**config.mk**
```make
export PLATFORM = sky130hd
export DESIGN_NAME = arbitration_sub_module
export DESIGN_NICKNAME = d
export VERILOG_FILES = /design/src/rtl/arbitration_sub_module.sv
export SDC_FILE = /design/constraint.sdc
export NUM_CORES = 1
export LEC_CHECK = 0
export BUFFER_PORTS_ARGS = -buffer_cell sky130_fd_sc_hd__buf_2
export CAP_MARGIN = 20
export CORE_AREA = 3 3 128 130
export DETAILED_ROUTE_END_ITERATION = 7
export DIE_AREA = 0 0 131 133
export PLACE_DENSITY_LB_ADDON = 0.15
export SYNTH_ARGS = -nofsm -noshare
export SYNTH_HDL_FRONTEND = slang
export SYNTH_SLANG_ARGS = --single-unit
```
**constraint.sdc**
```tcl
create_clock -name clk -period 4.8 [get_ports clk]
set_input_delay 0.96 -clock clk [delete_from_list [all_inputs] [get_ports clk]]
set_output_delay 0.96 -clock clk [all_outputs]
set_load 0.05 [all_outputs]
```
**src/rtl/arbitration_sub_module.sv**
```systemverilog
// Bus-ownership front end for a processor with split data/instruction ports.
// Each channel negotiates its own bus and gates traffic so nothing leaks while not owned.

module arb_channel (
  input  logic clk,
  input  logic reset,
  input  logic req_i,
  input  logic grant_i,
  output logic rq_o,
  output logic conn_o
);
  localparam logic [1:0] S_IDLE    = 2'd0;
  localparam logic [1:0] S_REQ     = 2'd1;
  localparam logic [1:0] S_OWN     = 2'd2;
  localparam logic [1:0] S_RELEASE = 2'd3;

  logic [1:0] state_q, state_d;

  always_comb begin
    state_d = state_q;
    case (state_q)
      S_IDLE:    if (req_i) state_d = S_REQ;
      S_REQ: begin
        if (!req_i)       state_d = S_IDLE;
        else if (grant_i) state_d = S_OWN;
      end
      // A finished request takes precedence over a simultaneous preemption.
      S_OWN: begin
        if (!req_i)        state_d = S_RELEASE;
        else if (!grant_i) state_d = S_REQ;
      end
      S_RELEASE: if (!grant_i) state_d = S_IDLE;
      default:   state_d = S_IDLE;
    endcase
  end

  always_ff @(posedge clk) begin
    if (reset) state_q <= S_IDLE;
    else       state_q <= state_d;
  end

  assign rq_o   = (state_q == S_REQ) || (state_q == S_OWN);
  assign conn_o = (state_q == S_OWN) && grant_i;
endmodule

module arbitration_sub_module (
  input  logic        clk,
  input  logic        reset,
  input  logic        P_DataMem_Read,
  input  logic [3:0]  P_DataMem_Write,
  input  logic [29:0] P_DataMem_Address,
  input  logic [31:0] P_DataMem_Out,
  output logic [31:0] P_DataMem_In,
  output logic        P_DataMem_Ready,
  output logic        Bus_DataMem_Read,
  output logic [3:0]  Bus_DataMem_Write,
  output logic [29:0] Bus_DataMem_Address,
  output logic [31:0] Bus_DataMem_Out,
  input  logic [31:0] Bus_DataMem_In,
  input  logic        Bus_DataMem_Ready,
  output logic        D_Bus_RQ,
  input  logic        D_Bus_GRANT,
  input  logic        P_InstMem_Read,
  input  logic [29:0] P_InstMem_Address,
  output logic [31:0] P_InstMem_In,
  output logic        P_InstMem_Ready,
  output logic        Bus_InstMem_Read,
  output logic [29:0] Bus_InstMem_Address,
  input  logic [31:0] Bus_InstMem_In,
  input  logic        Bus_InstMem_Ready,
  output logic        I_Bus_RQ,
  input  logic        I_Bus_GRANT
);
  // Lane 0 is the data channel, lane 1 the instruction channel.
  logic [1:0] req, gnt, rq, conn;

  assign req = {P_InstMem_Read, (P_DataMem_Read || (P_DataMem_Write != 4'b0))};
  assign gnt = {I_Bus_GRANT, D_Bus_GRANT};

  arb_channel u_ch [1:0] (
    .clk     (clk),
    .reset   (reset),
    .req_i   (req),
    .grant_i (gnt),
    .rq_o    (rq),
    .conn_o  (conn)
  );

  assign D_Bus_RQ = rq[0];
  assign I_Bus_RQ = rq[1];

  assign Bus_DataMem_Read    = conn[0] ? P_DataMem_Read    : 1'b0;
  assign Bus_DataMem_Write   = conn[0] ? P_DataMem_Write   : 4'b0;
  assign Bus_DataMem_Address = conn[0] ? P_DataMem_Address : 30'b0;
  assign Bus_DataMem_Out     = conn[0] ? P_DataMem_Out     : 32'b0;
  assign P_DataMem_In        = conn[0] ? Bus_DataMem_In    : 32'b0;
  assign P_DataMem_Ready     = conn[0] ? Bus_DataMem_Ready : 1'b0;

  assign Bus_InstMem_Read    = conn[1] ? P_InstMem_Read    : 1'b0;
  assign Bus_InstMem_Address = conn[1] ? P_InstMem_Address : 30'b0;
  assign P_InstMem_In        = conn[1] ? Bus_InstMem_In    : 32'b0;
  assign P_InstMem_Ready     = conn[1] ? Bus_InstMem_Ready : 1'b0;
endmodule

```
==> reports/qor.txt <==
H-tree Lvls: 1
vias per cell: 3.89
count leader, synth: and3_1
pin count of the biggest net entering global routing: 83
Synth Register Bits: 4
fraction of layout cells with a size suffix above 1: 63.7%
worst rel slew slack: 34.0%
Max Clock Skew: 0.0000280 ns
PortBufs: 333
Root Driver: clkbuf_16
vias in the first global route: 2792
Top reg by flops: u_ch.state_q
synth unique cells: 23
# DRC: 0
initial DRC count: 97
Post-DRT Antenna Nets: 0
standby leakage power: 2.79 nW
Die Wd: 131 µm
Fmax: 0.302 GHz
antenna violations before repair: 0
worst endpoint required time: 3.84 ns
CTS tree: done
Antenna diodes: 0
clock tree sinks: 4
Final Cycle Share: 69.1%
Storage cell area: 80.1 µm²
Hold Path Class: register to register
worst-skew pair later-pin latency: 0.22 ns
sequential fraction of the synthesis area: 5.19%
crit path launch type: register
Hold-fix buffers, CTS: 0
syn_nets: 418
clk slew on worst S/H paths: 0.03 ns
Initial Util: 10.1%
synthesized cell area: 0.00154 mm²
PD cells: 106 mW/mm²
crit path launch: u_ch[0].state_q[0]
fin cells: 756
top cell type by total area after synthesis: and3_1
Ports: 334
Design Power: 0.000365 W
crit end category: output port
Largest regs: u_ch.state_q (4)
max reg flops: 4
yosys warns: 0
Synth-to-Final Area Change: 124%
First-pass DRT Iterations: 4
Hold Vio Cnt, Final: 0
gr ovfl total: 0
Die H: 133 µm
Post-synth EDFFs: 0
Final Setup Violations: 0
Worst Path Max Fanout: 74
RSZ-0062 raised after global routing: no
Slew Limit Fails: 0
Synth async-reset ratio: 0%
DRT Wirelength: 9.98 mm
Synth Flop Type: dfxtp_1
vias after detailed routing: 2944
synth top area cells: and3_1, clkbuf_1, ha_1
kind of critical path: register to output port
CORE AREA: 0.0153 mm²
Least-Margin Pin Slew: 0.990 ns
GRT Overall Usage: 10.0%
Worst Path Arrival: 2.36 ns
NumNets Final: 723
Cells after DPL: 753
status: finished, final reports clean
FP Rows: 45
DR WL/cell: 13.2 µm
number of fill cells: 1720
dpl hpwl: 8.42 mm
synth cell count leaders: and3_1, clkbuf_1, ha_1
min cycle time layout: 3.32 ns
hold path start: u_ch[1].state_q[0]
CTS Buf Count: 3
Place WS: 1.68 ns
CTS Buffer Depth: 2
Mapped Avg Cell Area: 6.38 µm²
setup TNS: 0 ns
top-area cell type share of the netlist area: 66.0%
multi-input logic area: 0.00131 mm²
maximum vdd ir drop: 0.0759 mV
final design utilization: 22.6%
post-CTS sizing: 0
FF-to-FF Start: u_ch[1].state_q[0]
Worst Slack Setup Final: 1.48 ns
postcts setup bufs: 0
first-pass GRT wire length: 14.3 mm
Synth Instances: 242
GPL Wtd Cong: 0.835
# Max-Cap Violations: 0
die area: 0.0174 mm²
[worst paths after layout]
path | to | slack, ns | cells past startpoint
worst max register to register | u_ch[1].state_q[1] | 2.67 | 7
worst max-delay path | Bus_DataMem_Out[23] | 1.48 | 5
worst min register to register | u_ch[1].state_q[0] | 0.54 | 2
worst min-delay path | u_ch[1].state_q[0] | 0.54 | 2
[power by group]
| part | leakage [nW] | internal (W) | total, W | switching (W) |
|---|---|---|---|---|
| Combinational | 2.72 | 0.0000785 | 0.000196 | 0.000117 |
| Clock | 0.0370 | 0.000106 | 0.000128 | 0.0000219 |
| Sequential | 0.0329 | 0.0000370 | 0.0000408 | 0.00000376 |
[metrics by stage]
step	hold slack, ns	cell area [µm²]
final	0.544	3450
after global routing	0.564	3450
after CTS	0.548	3450
after detailed placement	0.542	3380
after global placement	0.538	3360
after floorplan	0.505	1540
[worst max-delay path, stage by stage (launching register included)]
cell and delay [ns]:
dfxtp_1 0.33, inv_1 0.09, ha_2 0.84, buf_4 0.38, and3_1 0.20, buf_2 0.26
[cell type report]
| cell class | instances | share of cell area, % |
|---|---|---|
| clock buffers | 3 | 2.18 |
| inverters | 5 | 0.544 |
| multi-input cells | 197 | 38.0 |
| flip-flops and latches | 4 | 2.32 |
| well taps | 211 | 7.65 |
| repair buffers | 336 | 49.3 |
[per-layer routing]
metal / GRT usage (%) / up-vias / routed length [µm]
met5: 0 / - / 0
met4: 1.94 / 0 / 95
met3: 1.49 / 6 / 597
met2: 19.1 / 118 / 5380
met1: 11.7 / 1331 / 3910
li1: - / 1489 / -
[layout by cell type, fill, tap and decap left out, drive strengths merged, types with 2 or more instances in the layout]
cell	synthesis	final
buf	1	336
ha	8	8
and3	164	164
nor2	6	6
dfxtp	4	4
inv	5	5
a21oi	3	3
clkbuf	35	3
mux2	2	2
mux2i	2	2
[kinds of logic (layout without fill, tap and decap cells)]
kind of cell,count (synthesis),count (layout),synth area share [%]
and+or+nand+nor,175,175,70.2
AOI/OAI and AO/OA,10,10,5.35
buffers and inverters,41,344,10.0
muxes,4,4,2.76
adders and majority gates,8,8,6.48
DFF,4,4,5.19
Power figures use the tool's default switching activity.
